**config.mk**
```make
export PLATFORM = sky130hd
export DESIGN_NAME = fir_stream_scheduler
export DESIGN_NICKNAME = d
export VERILOG_FILES = /design/src/rtl/fir_sched_pkg.sv /design/src/rtl/fir_stream_scheduler_rr_arbiter.sv /design/src/rtl/fir_stream_scheduler.sv
export SDC_FILE = /design/constraint.sdc
export NUM_CORES = 1
export LEC_CHECK = 0
export ABC_AREA = 1
export BUFFER_PORTS_ARGS = -buffer_cell sky130_fd_sc_hd__buf_2
export CAP_MARGIN = 20
export CORE_MARGIN = 4
export CORE_UTILIZATION = 45
export CTS_BUF_LIST = sky130_fd_sc_hd__clkbuf_8
export DETAILED_ROUTE_END_ITERATION = 12
export PLACE_DENSITY = 0.79
export SYNTH_ARGS = -nofsm -noshare
export SYNTH_HDL_FRONTEND = slang
export SYNTH_HIERARCHICAL = 1
export SYNTH_SLANG_ARGS = --single-unit
```
**constraint.sdc**
```tcl
create_clock -name aclk -period 1.9 [get_ports aclk]
set_input_delay 0.38 -clock aclk [delete_from_list [all_inputs] [get_ports aclk]]
set_output_delay 0.38 -clock aclk [all_outputs]
set_load 0.05 [all_outputs]
```
**src/rtl/fir_sched_pkg.sv**
```systemverilog
// Shared types, constants and the round-robin pick helper for the FIR stream scheduler.
package fir_sched_pkg;

  typedef enum logic [1:0] {ARB, STREAM, FLUSH, DRAIN} sched_state_t;

  localparam int unsigned FIR_TAPS = 15;
  localparam int unsigned MAX_CH   = 8;

  // First requester at or above ptr, wrapping modulo num_ch; 0 when nothing requests.
  function automatic int unsigned rr_pick(input logic [MAX_CH-1:0] req,
                                          input logic [2:0]        ptr,
                                          input int unsigned       num_ch);
    int unsigned idx;
    int unsigned pick;
    logic        found;
    pick  = 0;
    found = 1'b0;
    for (int unsigned k = 0; k < MAX_CH; k++) begin
      if (k < num_ch) begin
        idx = (ptr + k) % num_ch;
        if (!found && req[idx[2:0]]) begin
          pick  = idx;
          found = 1'b1;
        end
      end
    end
    return pick;
  endfunction

endpackage

```
**src/rtl/fir_stream_scheduler_rr_arbiter.sv**
```systemverilog
// Combinational round-robin pick over NUM_CH requesters.
module rr_arbiter
  import fir_sched_pkg::*;
#(
  parameter int unsigned NUM_CH = 4,
  parameter int unsigned CH_W   = $clog2(NUM_CH)
) (
  input  logic [NUM_CH-1:0] req,
  input  logic [CH_W-1:0]   ptr,
  output logic [CH_W-1:0]   gnt,
  output logic              any_req
);

  logic [MAX_CH-1:0] req_ext;
  logic [2:0]        ptr_ext;

  always_comb begin
    req_ext              = '0;
    req_ext[NUM_CH-1:0]  = req;
    ptr_ext              = '0;
    ptr_ext[CH_W-1:0]    = ptr;
    gnt                  = CH_W'(rr_pick(req_ext, ptr_ext, NUM_CH));
    any_req              = |req;
  end

endmodule

```
**src/rtl/fir_stream_scheduler.sv**
```systemverilog
// Shares one FIR datapath between NUM_CH AXI-Stream channels a frame at a time,
// appending FLUSH_LEN zero beats after each frame so the FIR pipeline drains cleanly.
module fir_stream_scheduler
  import fir_sched_pkg::*;
#(
  parameter  int unsigned NUM_CH    = 4,
  parameter  int unsigned DATA_W    = 32,
  parameter  int unsigned FLUSH_LEN = FIR_TAPS,
  parameter  int unsigned MAX_FRAME = 4096,
  localparam int unsigned CH_W      = $clog2(NUM_CH)
) (
  input  logic                     aclk,
  input  logic                     areset,
  input  logic [NUM_CH*DATA_W-1:0] s_axis_tdata,
  input  logic [NUM_CH-1:0]        s_axis_tvalid,
  input  logic [NUM_CH-1:0]        s_axis_tlast,
  output logic [NUM_CH-1:0]        s_axis_tready,
  output logic [DATA_W-1:0]        m00_axis_tdata,
  output logic                     m00_axis_tvalid,
  output logic                     m00_axis_tlast,
  output logic [CH_W-1:0]          m00_axis_tuser,
  input  logic                     m00_axis_tready,
  output logic                     frame_trunc
);

  localparam int unsigned BC_W = $clog2(MAX_FRAME + 1);
  localparam int unsigned FC_W = (FLUSH_LEN > 1) ? $clog2(FLUSH_LEN) : 1;
  localparam logic [BC_W-1:0] LAST_BEAT  = BC_W'(MAX_FRAME - 1);
  localparam logic [FC_W-1:0] FLUSH_LAST = FC_W'(FLUSH_LEN - 1);
  localparam logic [CH_W-1:0] CH_LAST    = CH_W'(NUM_CH - 1);

  sched_state_t      state;
  logic [CH_W-1:0]   gnt;
  logic [CH_W-1:0]   rr_ptr;
  logic [CH_W-1:0]   pick;
  logic              any_req;
  logic [BC_W-1:0]   beat_cnt;
  logic [FC_W-1:0]   flush_cnt;
  logic              load_ok;
  logic              accept;
  logic [DATA_W-1:0] in_data;
  logic              in_last;

  rr_arbiter #(.NUM_CH(NUM_CH), .CH_W(CH_W)) u_arb (
    .req     (s_axis_tvalid),
    .ptr     (rr_ptr),
    .gnt     (pick),
    .any_req (any_req)
  );

  always_comb begin
    load_ok       = !m00_axis_tvalid || m00_axis_tready;
    in_data       = s_axis_tdata[gnt*DATA_W +: DATA_W];
    in_last       = s_axis_tlast[gnt];
    s_axis_tready = '0;
    if (state == STREAM) s_axis_tready[gnt] = load_ok;
    accept        = (state == STREAM) && s_axis_tvalid[gnt] && load_ok;
  end

  always_ff @(posedge aclk or posedge areset) begin
    if (areset) begin
      state           <= ARB;
      gnt             <= '0;
      rr_ptr          <= '0;
      beat_cnt        <= '0;
      flush_cnt       <= '0;
      m00_axis_tdata  <= '0;
      m00_axis_tvalid <= 1'b0;
      m00_axis_tlast  <= 1'b0;
      m00_axis_tuser  <= '0;
      frame_trunc     <= 1'b0;
    end else begin
      frame_trunc <= 1'b0;
      // A consumed beat retires here; any load below in the same cycle overrides it.
      if (m00_axis_tvalid && m00_axis_tready) begin
        m00_axis_tvalid <= 1'b0;
        m00_axis_tlast  <= 1'b0;
      end
      case (state)
        ARB: begin
          if (any_req) begin
            gnt   <= pick;
            state <= STREAM;
          end
        end
        STREAM: begin
          if (accept) begin
            m00_axis_tdata  <= in_data;
            m00_axis_tvalid <= 1'b1;
            m00_axis_tlast  <= 1'b0;
            m00_axis_tuser  <= gnt;
            beat_cnt        <= beat_cnt + 1'b1;
            if (in_last) begin
              state <= FLUSH;
            end else if (beat_cnt == LAST_BEAT) begin
              state       <= FLUSH;
              frame_trunc <= 1'b1;
            end
          end
        end
        FLUSH: begin
          if (load_ok) begin
            m00_axis_tdata  <= '0;
            m00_axis_tvalid <= 1'b1;
            m00_axis_tuser  <= gnt;
            m00_axis_tlast  <= (flush_cnt == FLUSH_LAST);
            flush_cnt       <= flush_cnt + 1'b1;
            if (flush_cnt == FLUSH_LAST) state <= DRAIN;
          end
        end
        DRAIN: begin
          if (m00_axis_tvalid && m00_axis_tready) begin
            rr_ptr    <= (gnt == CH_LAST) ? '0 : gnt + 1'b1;
            beat_cnt  <= '0;
            flush_cnt <= '0;
            state     <= ARB;
          end
        end
        default: state <= ARB;
      endcase
    end
  end

endmodule

```
==> summary.md, run 1 <==
| Metric | Value |
|---|---|
| Status | completed |
| PD cells | 1750 mW/mm² |
| DP Wirelength | between 9000 and 10,000 µm |
| Multi-input logic area | approximately 0.0024 mm² |
| Comb power frac | 0.646 |
| Asr flop ratio synth | 1.00 |
| Num Clock Sinks | 60 |
| Final min period | 1.83 ns |
| Post-synthesis adder-cell area fraction | 0.0358 |
| DR pass1 iterations | 4 |
| Sw frac | 0.537 |
| Simple-gate share of the synthesized area | 0.453 |
| Number of setup violations in the final report | 0 |
| CTS tree | done |
| CTS buffer count | 9 |
| Crit share post-route | 0.963 |
| Slew HR | 0.685 |
| Clock group share of total power | 0.130 |
| Iteration-0 DRC count of the detailed router | roughly 260 |
| WHS | ~0.051 ns |
| CP peak stage delay | around 0.4 ns |
| Avg Inst Size Synth | between 6 and 7 µm² |
| Final Hold Viols | 0 |
| FMAX | around 0.55 GHz |
| Routability cong. | 0.962 |
| H-tree Lvls | 3 |
| Post-synth EDFFs | 0 |
| CP cell instances | inv_2, ha_2, inv_2, buf_6, nor2_4, buf_6 |
| Largest net degree at the start of global routing | 67 |
| CP top delay family | buffers and inverters |
| Cells after Synth | ~640 |
| DR DRC count | 0 |
| Layout fillers | about 800 |
| Compound-cell area share of the yosys netlist | 0.0716 |
| Element type at the critical path start | register |
| Post-Syn Area | about 0.0042 mm² |
| Max Cap Violations | 0 |
| Yosys warning total | 6 |
| P_int | approximately 4.5 mW |
| Bufs on Longest Clock Path | 2 |
| Total global routing overflow | 0 |
| Multiplexer area fraction after synthesis | 0 |
| Initial Util | 0.472 |
| Critical path endpoint category | primary output |
| Worst Path Max Fanout | 5 |
| LEAKAGE | slightly above 3 nW |
| Design Area, Final | 0.00552 mm² |
| Die width | between 100 and 150 µm |
| WP buf/inv | 4 |
| Worst clock skew | 0.0155 ns |
| Via count | ~4,800 |
| Distinct cell type count after synthesis | 38 |
| Register Area | approximately 0.0015 mm² |
| Max VDD drop | about 0.0010 V |
| Clock transition at path regs | roughly 0.07 ns |
| DIE AREA | approximately 0.011 mm² |
| Vias in the first global route | 4,721 |
| Placed cell areas | 0.00523 mm² |
| Post-Route WL | 12,900 µm |
| Worst-Margin Slew | around 0.47 ns |
| Slowest-stage cell, CP | dfrtp_1 |
| Number of nets in the layout | 959 |
| Crit Path Class | register to primary output |
| Core Rows | 34 |
| Largest family of logic cells by synthesized area | simple AND/OR/NAND/NOR gates |
| Seq pwr share | 0.224 |
| Crit path arrival time | around 1.5 ns |
| Routed vias/inst | 5.18 |
| CTS Root Cell | clkbuf_8 |
| Port buffer count | ~180 |
| Initial antenna violation count | 1 |
| Layout cell share with drive strength beyond 1 | 0.305 |
| Sw power | between 5 and 6 mW |
| Synth Flop Type | dfrtp_1 |
| Die height | roughly 100 µm |
| Ports | 180 |
| Routed Antenna Nets | 0 |
| Clock Latency Late Sink | roughly 0.33 ns |
| #FFs+latches synth | 60 |
| P&R area growth vs syn | 31.7% |
| Final Max Tran Viols | 0 |
| Sequential area share after synthesis | 0.358 |
| Routed length per instance | roughly 14 µm |
| Syn_nets | just under 800 |
| Number of diodes | 0 |
| Total GRT Usage | 0.236 |
| Hold crit path type | input port to asynchronous set/reset pin |
| CP required | ~1.5 ns |
| Post-Synth XOR/XNOR Area | 0.0104 |
| First-pass GRT wire length | approximately 22,000 µm |
| Core outline area | just under 0.009 mm² |
==> cells in the final DEF (no fill, tap or decap), types with 5 or more instances in the layout <==
cell      count
buf_4        13
nand3_1     119
nor2_4        5
inv_1        22
o21ai_1      18
ha_1         10
inv_2         5
nor2_1       15
o21ai_0      19
dfrtp_1      58
nand2_1     275
buf_2       175
nand4_1       5
nand2_2       7
clkbuf_8     10
==> Yosys cell counts (7+ instances only) <==
cell	number	area (µm²)
dfrtp_1	60	1500
nand2_2	7	43.8
o21ai_1	18	90.1
nand3_1	119	596
ha_1	12	150
nand2_1	276	1040
o21ai_0	19	95.1
clkbuf_1	11	41.3
buf_2	14	70.1
nor2_1	19	71.3
inv_1	24	90.1
==> cell families (layout without fill, tap and decap cells) <==
| logic type | count (synthesis) | in the layout |
|---|---|---|
| xor+xnor | 5 | 5 |
| flops | 60 | 60 |
| simple gates | 442 | 442 |
| fa+ha+maj | 12 | 12 |
| buf+inv | 63 | 241 |
| compound gates | 53 | 53 |
==> area by class of cell <==
cell class	instances	share of cell area
Clock buffer	10	0.0249
Timing Repair Buffer	197	0.202
Inverter	28	0.0208
Sequential cell	60	0.272
Tap cell	108	0.0245
Multi-Input combinational cell	512	0.441
Clock inverter	6	0.0145
==> routing by layer <==
metal / vias up / track usage / routed length (µm)
met5: - / 0 / 13
met2: 185 / 0.412 / 6520
li1: 2403 / - / -
met3: 21 / 0.0567 / 922
met4: 2 / 0.0779 / 219
met1: 2160 / 0.287 / 5260
==> what timing repair did <==
action	4_1_cts	5_1_grt
hold buffers	0	0
endpoints found under the hold margin	0	0
buffers inserted	1	2
resized for setup	9	10
endpoints found under the setup margin	4	16
==> sequential cells by signal, indices dropped and copies added (netlist names) <==
signal	flops
m00_axis_tdata	32
beat_cnt	13
flush_cnt	4
gnt	2
m00_axis_tuser	2
rr_ptr	2
state	2
frame_trunc	1
m00_axis_tlast	1
m00_axis_tvalid	1
==> final timing paths <==
check / slack, ns / cells past startpoint / start / to
setup / recovery: 0.07 / 6 / state[1]$_DFFE_PP0P_ / s_axis_tready[1]
hold / removal: 0.05 / 2 / areset / rr_ptr[0]$_DFFE_PP0P_
setup reg to reg: 0.10 / 9 / state[1]$_DFFE_PP0P_ / m00_axis_tdata[23]$_DFFE_PP0P_
hold reg to reg: 0.49 / 2 / m00_axis_tdata[1]$_DFFE_PP0P_ / m00_axis_tdata[1]$_DFFE_PP0P_
max in group asynchronous: 1.28 / 3 / areset / beat_cnt[8]$_DFFE_PP0P_
min in group aclk: 0.39 / 4 / m00_axis_tready / m00_axis_tlast$_DFF_PP0_
==> stage by stage <==
step / power [mW] / utilization / setup slack, ns / instances / TNS (ns)
finish: 9.67 / 0.621 / 0.0709 / 921 / 0
global route: 10.4 / 0.621 / -0.0197 / 921 / -0.0390
CTS: 9.59 / 0.617 / 0.00250 / 919 / 0
detailed placement: 8.26 / 0.589 / 0.0525 / 902 / 0
global placement: 8.07 / 0.589 / 0.180 / 902 / 0
floorplan: 6.79 / - / 0.0353 / 635 / 0
==> power groups by stage <==
stage	clock network, mW	registers, mW	logic [mW]
after global placement	0	2.16	5.90
after CTS	1.28	2.16	6.15
after detailed placement	0	2.17	6.09
after global routing	1.34	2.23	6.87
after floorplan	0	3.20	3.59
final	1.26	2.17	6.24
Power figures use the tool's default switching activity.
==> run 2, diff against run 1 <==
--- a/config.mk
+++ b/config.mk
@@ -12,8 +12,7 @@
 export CORE_UTILIZATION = 45
 export CTS_BUF_LIST = sky130_fd_sc_hd__clkbuf_8
 export DETAILED_ROUTE_END_ITERATION = 12
-export PLACE_DENSITY = 0.79
+export PLACE_DENSITY_LB_ADDON = 0.25
 export SYNTH_ARGS = -nofsm -noshare
 export SYNTH_HDL_FRONTEND = slang
-export SYNTH_HIERARCHICAL = 1
 export SYNTH_SLANG_ARGS = --single-unit
==> constraint.sdc (replaced) <==
create_clock -name aclk -period 1.9 [get_ports aclk]
set_input_delay 0.38 -clock aclk [delete_from_list [all_inputs] [get_ports aclk]]
set_output_delay 0.38 -clock aclk [all_outputs]
set_load 0.01 [all_outputs]
==> summary.md, run 2 <==
| Metric | Value |
|---|---|
| Status | completed |
| Max Cap Violations | 0 (unchanged) |
| Initial antenna violation count | 0 (-1) |
| Worst-Margin Slew | 0.556 ns (+0.0847 ns) |
| Routed length per instance | 13.7 µm (-2.2%) |
| Die height | 105 µm (+0.19%) |
| Asr flop ratio synth | 1.00 (unchanged) |
| Post-Route WL | 12,900 µm (-0.51%) |
| Unrepaired setup endpoints after global routing | true |
| CP top delay family | buffers and inverters |
| DR pass1 iterations | 5 (+1) |
| Routed vias/inst | 5.16 (-0.37%) |
| CP cell instances | inv_2, ha_4, inv_2, buf_6, nor3_4, buf_2 |
| Element type at the critical path start | register |
| Post-Syn Area | 0.00421 mm² (+0.42%) |
| Critical path endpoint category | primary output |
| Worst Path Max Fanout | 7 (+2) |
| Final min period | 1.82 ns (-0.00875 ns) |
| Final total power | 8.22 mW (-15%) |
| Crit path arrival time | 1.44 ns (about the same) |
| Layout cell share with drive strength beyond 1 | 0.287 (-0.0181) |
| Post-synth top area share | 0.356 (-0.00149) |
| Yosys warning total | 0 (-6) |
| Bufs on Longest Clock Path | 2 (unchanged) |
| LEAKAGE | 2.87 nW (-5.7%) |
| CTS tree | done |
| Commonest cells after routing, fill and taps aside | nand2_1, buf_2, o21ai_0 |
| Syn_nets | 800 (+1.8%) |
| Clock Latency Late Sink | 0.34 ns (about the same) |
| Layout fillers | 883 (+11%) |
| Worst R2R Path Depth | 9 (unchanged) |
| FMAX | 0.549 GHz (+0.48%) |
| Core Rows | 35 (+2.9%) |
| Yosys top cell by area | dfrtp_1 |
| Crit share post-route | 0.958 (-0.00460) |
| Sequential area share after synthesis | 0.356 (-0.00149) |
| Total GRT Usage | 0.230 (-0.00636) |
| Largest registers | m00_axis_tdata (32), beat_cnt (13), flush_cnt (4) |
| CP most frequent cell | inv_2 |
| Die width | 105 µm (+0.19%) |
| Total global routing overflow | 0 (unchanged) |
| Port buffer count | 179 (unchanged) |
| Synth Flop Type | dfrtp_1 |
| Worst clock skew | 0.00812 ns (-0.00739 ns) |
| CTS buffer count | 9 (unchanged) |
| Routability cong. | 0.937 (-2.5%) |
| Cells after Synth | 649 (+2.2%) |
| H-tree Lvls | 3 (unchanged) |
| Clock transition at path regs | 0.07 ns (about the same) |
| Slowest-stage cell, CP | dfrtp_1 |
| CP required | 1.52 ns (about the same) |
| Design Area, Final | 0.00548 mm² (-0.75%) |
| Hold buffer count at CTS | 0 (unchanged) |
| Routed Antenna Nets | 0 (unchanged) |
| DP Wirelength | 9780 µm (-1.3%) |
| #FFs+latches synth | 60 (unchanged) |
| Final Hold Viols | 0 (unchanged) |
| Post-synth EDFFs | 0 (unchanged) |
| Placed cell areas | 0.00524 mm² (about the same) |
| Distinct cell type count after synthesis | 30 (-21%) |
| Slew HR | 0.629 (-0.0558) |
| R2r setup slk | 0.09 ns (about the same) |
| Crit Path Class | register to primary output |
| Largest Register | m00_axis_tdata |
| Avg Inst Size Synth | 6.49 µm² (-1.7%) |
| CP peak stage delay | 0.40 ns (about the same) |
| Most frequent cell after synthesis | nand2_1 |
| Commonest non-fill, non-tap cell in the layout | nand2_1 |
| Number of setup violations in the final report | 0 (unchanged) |
| Synth area leaders | dfrtp_1, nand2_1, o21ai_0 |
| DR DRC count | 0 (unchanged) |
| Final core occ | 0.596 (-0.0251) |
| Ports | 180 (unchanged) |
| PD cells | 1500 mW/mm² (-14%) |
| Max VDD drop | 0.000688 V (-33%) |
| Largest register FFs | 32 (unchanged) |
| Reg2reg start | state[1]$_DFFE_PP0P_ |
| Via count | 4,836 (+1.4%) |
| Final Max Tran Viols | 0 (unchanged) |
| Largest net degree at the start of global routing | 66 (-1.5%) |
| Number of nets in the layout | 972 (+1.4%) |
| Vias in the first global route | 4,533 (-4.0%) |
| Number of diodes | 0 (unchanged) |
| WP buf/inv | 4 (unchanged) |
| Initial Util | 0.458 (-0.0138) |
| Hold crit path type | input port to asynchronous set/reset pin |
| CTS Root Cell | clkbuf_8 |
| DIE AREA | 0.0110 mm² (+0.38%) |
| Core outline area | 0.00920 mm² (+3.4%) |
| Num Clock Sinks | 60 (unchanged) |
| Iteration-0 DRC count of the detailed router | 225 (-15%) |
| Reg2reg end | beat_cnt[0]$_DFFE_PP0P_ |
| Top cells by count, synth | nand2_1, o21ai_0, nor2_1 |
| P&R area growth vs syn | 30.1% |
| First-pass GRT wire length | 20,800 µm (-3.4%) |
-- run 2: how the worst max path moves through the flow --
stage                         start                       endpoint  slack, ns  depth (start not counted)
2_1_floorplan                areset        beat_cnt[0]$_DFFE_PP0P_       0.04                          1
3_3_place_gp   state[1]$_DFFE_PP0P_        beat_cnt[0]$_DFFE_PP0P_       0.21                         10
3_5_place_dp   state[1]$_DFFE_PP0P_        beat_cnt[0]$_DFFE_PP0P_       0.09                         10
4_1_cts        state[1]$_DFFE_PP0P_               s_axis_tready[3]     0.0007                          6
5_1_grt        state[0]$_DFFE_PP0P_  m00_axis_tdata[3]$_DFFE_PP0P_      -0.02                         10
6_report       state[1]$_DFFE_PP0P_               s_axis_tready[3]       0.08                          6
-- run 2: where the power goes --
| part | total, mW | switching [mW] | internal (mW) |
|---|---|---|---|
| Sequential | 2.18 | 0.397 | 1.78 |
| Combinational | 4.88 | 3.12 | 1.76 |
| Clock | 1.16 | 0.494 | 0.667 |
-- run 2: cells by family after synthesis --
kind of cell / count (synthesis) / synth area share
and+or+nand+nor: 340 / 0.328
AOI/OAI and AO/OA: 164 / 0.204
buffers and inverters: 72 / 0.0737
DFF: 60 / 0.356
adders and majority gates: 12 / 0.0356
xor gates and xnor gates: 1 / 0.00208
-- run 2: layer usage --
metal,wire (µm),share of wire,up-vias,global-route usage
met5,0,0,-,0
met4,290,0.023,0,0.0769
met1,5120,0.40,2178,0.275
li1,-,-,2466,-
met2,6540,0.51,173,0.398
met3,922,0.072,19,0.0618
-- run 2: layout make-up --
cell class,count,area [µm²],area share
multi-input combinational,517,2430,0.443
sequential,60,1510,0.275
timing repair buffer,196,1060,0.194
clock buffer,11,151,0.0276
inverter,37,141,0.0258
tap,111,139,0.0253
clock inverter,5,51.3,0.00936
-- run 2: tightest hold or removal path: cells and delay by family --
kind / cells / cell delay [ns]
buf+inv: 3 / 0.44
-- run 2: what timing repair did --
action | 4_1_cts | 5_1_grt
setup buffers | 1 | 0
pin swaps | 0 | 1
gates resized for setup | 4 | 8
endpoints found under the setup margin | 4 | 19
gates cloned | 0 | 0
-- run 2: stage by stage --
step	setup slack (ns)	cells	hold WS, ns	setup TNS, ns
4_1_cts	0.000680	937	0.0930	0
3_3_place_gp	0.209	920	0.462	0
3_5_place_dp	0.0918	920	0.466	0
2_1_floorplan	0.0353	649	0.445	0
5_1_grt	-0.0236	937	0.107	-0.0450
6_report	0.0796	937	0.0850	0
